**src/rtl/cpu_step_ctrl.sv**
```systemverilog
// cpu_step_ctrl: debounced single-step / free-run / burst clock-enable generator for the soft 6502.
// Define CPU_STEP_CTRL_BREAKPOINT_EN to enable the address breakpoint (bp_hit is tied low otherwise).
module cpu_step_ctrl #(
    parameter int DIV_WIDTH       = 18,
    parameter int BURST_WIDTH     = 8,
    parameter int DEBOUNCE_CYCLES = 50000
) (
    input  logic                   clk,
    input  logic                   rst_n,
    input  logic                   key_step_n,
    input  logic                   key_mode_n,
    input  logic [DIV_WIDTH-1:0]   div_value,
    input  logic [BURST_WIDTH-1:0] burst_len,
    input  logic [15:0]            addr,
    input  logic [15:0]            bp_addr,
    input  logic                   bp_valid,
    output logic                   cpu_ce,
    output logic [1:0]             mode,
    output logic                   busy,
    output logic [15:0]            step_count,
    output logic                   bp_hit
);
    localparam int DB_W = (DEBOUNCE_CYCLES > 1) ? $clog2(DEBOUNCE_CYCLES) : 1;
    localparam logic [DB_W-1:0] DB_LAST = DB_W'(DEBOUNCE_CYCLES - 1);

    typedef enum logic [1:0] {
        MANUAL = 2'd0,
        RUN    = 2'd1,
        BURST  = 2'd2
    } mode_e;

    // Key conditioning: index 0 = step key, index 1 = mode key.
    logic [1:0]      keys_raw;
    logic [1:0]      sync1_q, sync2_q, cand_q, level_q, press_q;
    logic [DB_W-1:0] db_cnt_q [2];
    logic            step_ev, mode_ev;

    assign keys_raw = {key_mode_n, key_step_n};
    assign step_ev  = press_q[0];
    assign mode_ev  = press_q[1];

    always_ff @(posedge clk or negedge rst_n) begin
        if (!rst_n) begin
            sync1_q <= '1;
            sync2_q <= '1;
            cand_q  <= '1;
            level_q <= '1;
            press_q <= '0;
            for (int k = 0; k < 2; k++) db_cnt_q[k] <= '0;
        end else begin
            sync1_q <= keys_raw;
            sync2_q <= sync1_q;
            for (int k = 0; k < 2; k++) begin
                press_q[k] <= 1'b0;
                if (sync2_q[k] != cand_q[k]) begin
                    cand_q[k]   <= sync2_q[k];
                    db_cnt_q[k] <= '0;
                end else if (cand_q[k] != level_q[k]) begin
                    if (db_cnt_q[k] == DB_LAST) begin
                        level_q[k]  <= cand_q[k];
                        press_q[k]  <= ~cand_q[k];
                        db_cnt_q[k] <= '0;
                    end else begin
                        db_cnt_q[k] <= db_cnt_q[k] + 1'b1;
                    end
                end
            end
        end
    end

    mode_e                  mode_q, mode_d;
    logic [DIV_WIDTH-1:0]   div_q, div_d, div_step;
    logic [BURST_WIDTH-1:0] rem_q, rem_d, rem_now;
    logic                   busy_q, busy_d;
    logic                   ce_q, ce_d;
    logic                   bp_hit_q, bp_hit_d;
    logic [15:0]            cnt_q, cnt_d;
    logic                   bp_fire;

`ifdef CPU_STEP_CTRL_BREAKPOINT_EN
    // addr reflects a strobe only one cycle later, so the compare uses the delayed strobe.
    logic ce_prev_q;

    always_ff @(posedge clk or negedge rst_n) begin
        if (!rst_n) ce_prev_q <= 1'b0;
        else        ce_prev_q <= ce_q;
    end

    assign bp_fire = ce_prev_q && (mode_q != MANUAL) && bp_valid && (addr == bp_addr);
`else
    logic unused_bp;
    assign unused_bp = ^{addr, bp_addr, bp_valid};
    assign bp_fire   = 1'b0;
`endif

    // >= keeps the divider bounded if div_value is lowered below the current count.
    assign div_step = (div_q >= div_value) ? '0 : div_q + 1'b1;

    always_comb begin
        mode_d   = mode_q;
        div_d    = div_q;
        rem_d    = rem_q;
        busy_d   = busy_q;
        bp_hit_d = bp_hit_q;
        ce_d     = 1'b0;
        rem_now  = '0;
        if (mode_ev) begin
            div_d    = '0;
            rem_d    = '0;
            busy_d   = 1'b0;
            bp_hit_d = 1'b0;
            case (mode_q)
                MANUAL:  mode_d = RUN;
                RUN:     mode_d = BURST;
                default: mode_d = MANUAL;
            endcase
            ce_d = (mode_d == RUN) && (div_value == '0);
        end else if (bp_fire) begin
            mode_d   = MANUAL;
            div_d    = '0;
            rem_d    = '0;
            busy_d   = 1'b0;
            bp_hit_d = 1'b1;
        end else begin
            case (mode_q)
                RUN: begin
                    div_d = div_step;
                    ce_d  = (div_step == div_value);
                end
                BURST: begin
                    if (busy_q || step_ev) begin
                        rem_now = busy_q ? rem_q : burst_len;
                        div_d   = busy_q ? div_step : '0;
                        ce_d    = (div_d == div_value) && (rem_now != '0);
                        rem_d   = rem_now - BURST_WIDTH'(ce_d);
                        busy_d  = (rem_d != '0);
                    end
                end
                default: begin
                    div_d = '0;
                    ce_d  = step_ev;
                end
            endcase
        end
        cnt_d = cnt_q + 16'(ce_d);
    end

    always_ff @(posedge clk or negedge rst_n) begin
        if (!rst_n) begin
            mode_q   <= MANUAL;
            div_q    <= '0;
            rem_q    <= '0;
            busy_q   <= 1'b0;
            ce_q     <= 1'b0;
            bp_hit_q <= 1'b0;
            cnt_q    <= '0;
        end else begin
            mode_q   <= mode_d;
            div_q    <= div_d;
            rem_q    <= rem_d;
            busy_q   <= busy_d;
            ce_q     <= ce_d;
            bp_hit_q <= bp_hit_d;
            cnt_q    <= cnt_d;
        end
    end

    assign cpu_ce     = ce_q;
    assign mode       = mode_q;
    assign busy       = busy_q;
    assign step_count = cnt_q;
    assign bp_hit     = bp_hit_q;

endmodule

```
**config.mk**
```make
export PLATFORM = sky130hd
export DESIGN_NAME = cpu_step_ctrl
export DESIGN_NICKNAME = d
export VERILOG_FILES = /design/src/rtl/cpu_step_ctrl.sv
export SDC_FILE = /design/constraint.sdc
export NUM_CORES = 1
export LEC_CHECK = 0
export ABC_CLOCK_PERIOD_IN_PS = 6000
export BUFFER_PORTS_ARGS = -buffer_cell sky130_fd_sc_hd__buf_4
export CAP_MARGIN = 15
export CORE_ASPECT_RATIO = 0.6
export CORE_MARGIN = 2
export CORE_UTILIZATION = 53
export CTS_CLUSTER_DIAMETER = 100
export DETAILED_ROUTE_END_ITERATION = 10
export GPL_TIMING_DRIVEN = 0
export PLACE_DENSITY = 0.86
export SLEW_MARGIN = 40
export SYNTH_ARGS = -nofsm -noshare
export SYNTH_HDL_FRONTEND = slang
export SYNTH_SLANG_ARGS = --single-unit
```
**constraint.sdc**
```tcl
create_clock -name clk -period 6 [get_ports clk]
set_input_delay 1.2 -clock clk [delete_from_list [all_inputs] [get_ports clk]]
set_output_delay 1.2 -clock clk [all_outputs]
set_load 0.005 [all_outputs]
```
==> impl_metrics.tcl <==
set metrics [dict create \
    die_x_um 140.3 \
    rr_startpoint "div_q[2]$_DFFE_PN0P_" \
    leakage_nw 3.130 \
    arrival_ps 6010 \
    cap_violations 0 \
    vias 5774 \
    dp.cells 881 \
    grt_usage_pct 28.78 \
    clockPowerShare_pct 44.1 \
    layout-drive-gt1-share_pct 12.80 \
    port_buffers 49 \
    die_h_um 85.79 \
    synth_edf_count 0 \
    antenna_left 0 \
    pwr-share-comb_pct 7.5 \
    hpwl_um 12790 \
    report.final.slew_viol_count 0 \
    dpl-instance-area_sq_um 6460 \
    synthArstFlopShare_pct 100.0 \
    p_total_w 0.001258 \
    area_growth_pct 14.80 \
    clk_pin_slew_ps 60 \
    ys_ff_latch 88 \
    ir_worst_vdd_mv 0.1428 \
    status "finished clean" \
    cts.sinks 88 \
    clockBufferDepth 2 \
    root_buffer "clkbuf_16" \
    clkLatencyLatePin_ps 340 \
    synth_ff_type "dfrtp_1" \
    slew_headroom_pct 40.67 \
    min_period_ps 5753 \
    layoutNonFillerInstCount 897 \
    n_antenna_cell 0 \
    routedWlPerCell_um 18.88 \
    synthesis.nets 784 \
    reg2reg_slack_ps 810 \
    fillers 872 \
    p_switching_w 0.0002990 \
    rr_worst_depth 16 \
    h-tree-depth 3 \
    design_area_sq_um 6783 \
    setup_viol 0 \
    cts_buffers 9 \
    critPathKind "primary input to register" \
    r2r_end "step_count[14]$_DFF_PN0_" \
    netlist_instances 693 \
    synth.top_cell.area_share_pct 33.88 \
    crit_path_end "step_count[14]$_DFF_PN0_" \
    die_area_sq_um 12040 \
    postCtsHoldBufs 0 \
    grt_pass1_wl_um 27430 \
    worst_pin_slew_ps 867.5 \
    required_ps 6260 \
    cts_tree "built" \
    max_freq_mhz 173.8 \
    fin_nets 844 \
    synth_area_sq_um 5908 \
    fin_worst_skew_ps 7.163 \
    drc 0 \
    grt-ovfl-total 0 \
    grt_antenna_before_repair 0 \
    p_int_w 0.0009593 \
    grt_max_degree 89 \
    setup_tns_ps 0 \
    yosys.area.top_type "dfrtp_1" \
    fp-row-count 29 \
    cellPowerDensity_nw_per_um2 185.5 \
    wl_um 16930 \
    critPathLaunchType "primary input" \
    design.core.area_sq_um 10700 \
    firstDrtPassIters 6 \
    ys_warn_count 0 \
    critical_path.startpoint "div_value[14]" \
    gp_congestion 1.062 \
    final-hold-violation-count 0 \
    rsz0062_at_grt "no" \
    power_frac_seq_pct 48.4 \
    vias_per_cell 6.437 \
    end_kind "register" \
    synth_cell_types 74 \
    hp-class "register to register" \
    ys_seq_area_share_pct 37.44 \
    initial_core_util_pct 55.20 \
    post-route-period-util_pct 95.89 \
    crit_fanout 10 \
    grt_pass1_vias 5386 \
    avgSynthCellArea_sq_um 8.525 \
    register_area_sq_um 2212 \
    multi_input_area_sq_um 3511 \
    ys_top_cells_by_area "dfrtp_1 (34%), ha_1 (5.9%), o21ai_0 (5.7%)" \
    drtIter0Drc 655 \
    io_pins 84 \
    swShare_pct 23.76 \
]
[kinds of logic after synthesis]
group / after synthesis / synth area share [%]
buf+inv: 54 / 3.643
compound gates: 182 / 19.55
flops: 88 / 37.44
simple gates: 286 / 24.93
xor+xnor: 45 / 6.904
other cells: 1 / 0.06347
mux: 9 / 1.546
fa+ha+maj: 28 / 5.930
[worst min-delay path by stage]
stage | start | endpoint | slack (ps) | depth (start not counted)
2_1_floorplan | sync1_q[0]$_DFF_PN1_ | sync2_q[0]$_DFF_PN1_ | 350 | 0
3_3_place_gp | sync1_q[1]$_DFF_PN1_ | sync2_q[1]$_DFF_PN1_ | 350 | 0
3_5_place_dp | sync1_q[0]$_DFF_PN1_ | sync2_q[0]$_DFF_PN1_ | 350 | 0
4_1_cts | sync1_q[0]$_DFF_PN1_ | sync2_q[0]$_DFF_PN1_ | 360 | 0
5_1_grt | sync1_q[0]$_DFF_PN1_ | sync2_q[0]$_DFF_PN1_ | 360 | 0
6_report | sync1_q[0]$_DFF_PN1_ | sync2_q[0]$_DFF_PN1_ | 360 | 0
[cell usage after synthesis, types with 4 or more instances]
| cell type | instances |
|---|---|
| nand4_1 | 14 |
| dfstp_2 | 8 |
| nand2b_1 | 8 |
| nand3_1 | 33 |
| o21ai_0 | 67 |
| nor4_1 | 11 |
| nand2_1 | 80 |
| ha_1 | 28 |
| a21o_1 | 4 |
| o21ai_1 | 21 |
| or3_1 | 4 |
| and2_1 | 4 |
| o31ai_1 | 10 |
| nor2_1 | 62 |
| a21oi_1 | 22 |
| o41ai_1 | 8 |
| xor2_1 | 18 |
| clkbuf_1 | 14 |
| and3_1 | 29 |
| xnor2_1 | 26 |
| dfrtp_1 | 80 |
| inv_1 | 30 |
| buf_2 | 6 |
| nor3_1 | 21 |
| a22o_1 | 4 |
| mux2i_1 | 8 |
[layer usage]
layer / wire length [um] / track usage (%) / share of wire [%]
met1: 7515 / 40.86 / 44
met2: 7064 / 41.93 / 42
met3: 2065 / 10.61 / 12
met4: 287 / 6.979 / 1.7
met5: 0 / 0.8097 / 0
[registers in the layout, indices dropped and copies added, names as in the netlist]
| name | cells |
|---|---|
| press_q | 2 |
| sync1_q | 2 |
| cand_q | 2 |
| mode | 2 |
| cpu_ce | 1 |
| div_q | 18 |
| level_q | 2 |
| db_cnt_q | 32 |
| step_count | 16 |
| busy | 1 |
| sync2_q | 2 |
| rem_q | 8 |
[critical path, stage by stage]
cell	delay (ps)
buf_4	140
inv_1	200
ha_1	280
and3_1	200
a221o_1	400
a211o_1	400
buf_2	230
o41ai_1	370
and3_1	230
nand4b_1	230
o41a_1	440
o21a_1	120
o32ai_2	280
ha_1	250
ha_1	220
nand3_1	150
or2_2	350
nor2_1	120
xor2_1	180
[through the flow]
| stage | util, % | setup WS [ps] | hold WS [ps] |
|---|---|---|---|
| floorplan | - | 958.6 | 345.2 |
| CTS | 63.12 | 381.0 | 359.1 |
| detailed placement | 60.35 | 42.76 | 349.7 |
| global route | 63.37 | 22.42 | 360.3 |
| finish | 63.37 | 246.7 | 356.5 |
| global placement | 60.26 | 70.67 | 346.5 |
[cell type report]
cell class	count	share of cell area (%)
clock inverters	7	1.051
repair buffers	49	5.516
plain buffers	24	1.513
inverters	30	1.660
well taps	139	2.564
clock buffers	9	3.320
flip-flops and latches	88	32.61
multi-input cells	551	51.76
[layout by cell type (no fill, tap or decap), types with 6 or more instances in the layout]
cell type,instances
nor4_1,9
o31ai_1,10
and3_1,29
ha_1,28
nor3_1,21
nand2b_1,8
buf_4,49
nand4_1,14
clkbuf_16,9
dfrtp_1,80
xnor2_1,26
o21ai_1,21
o41ai_1,8
nand3_1,33
buf_2,6
clkbuf_1,14
mux2i_1,8
a21oi_1,22
nor2_1,62
nand2_1,80
o21ai_0,67
inv_1,30
xor2_1,18
dfstp_2,8
[power groups by stage]
stage	logic (W)	clock network, W	registers (W)
floorplan	0.0000423	0	0.000618
global placement	0.0000891	0	0.000618
detailed placement	0.0000919	0	0.000619
CTS	0.0000923	0.000569	0.000609
global route	0.000105	0.000595	0.000609
finish	0.0000950	0.000554	0.000609
[repair_timing]
item                       CTS  global route
gates resized for setup      0             3
setup endpoints to repair    0             2
buffers inserted             0             0
Power figures use the tool's default switching activity.
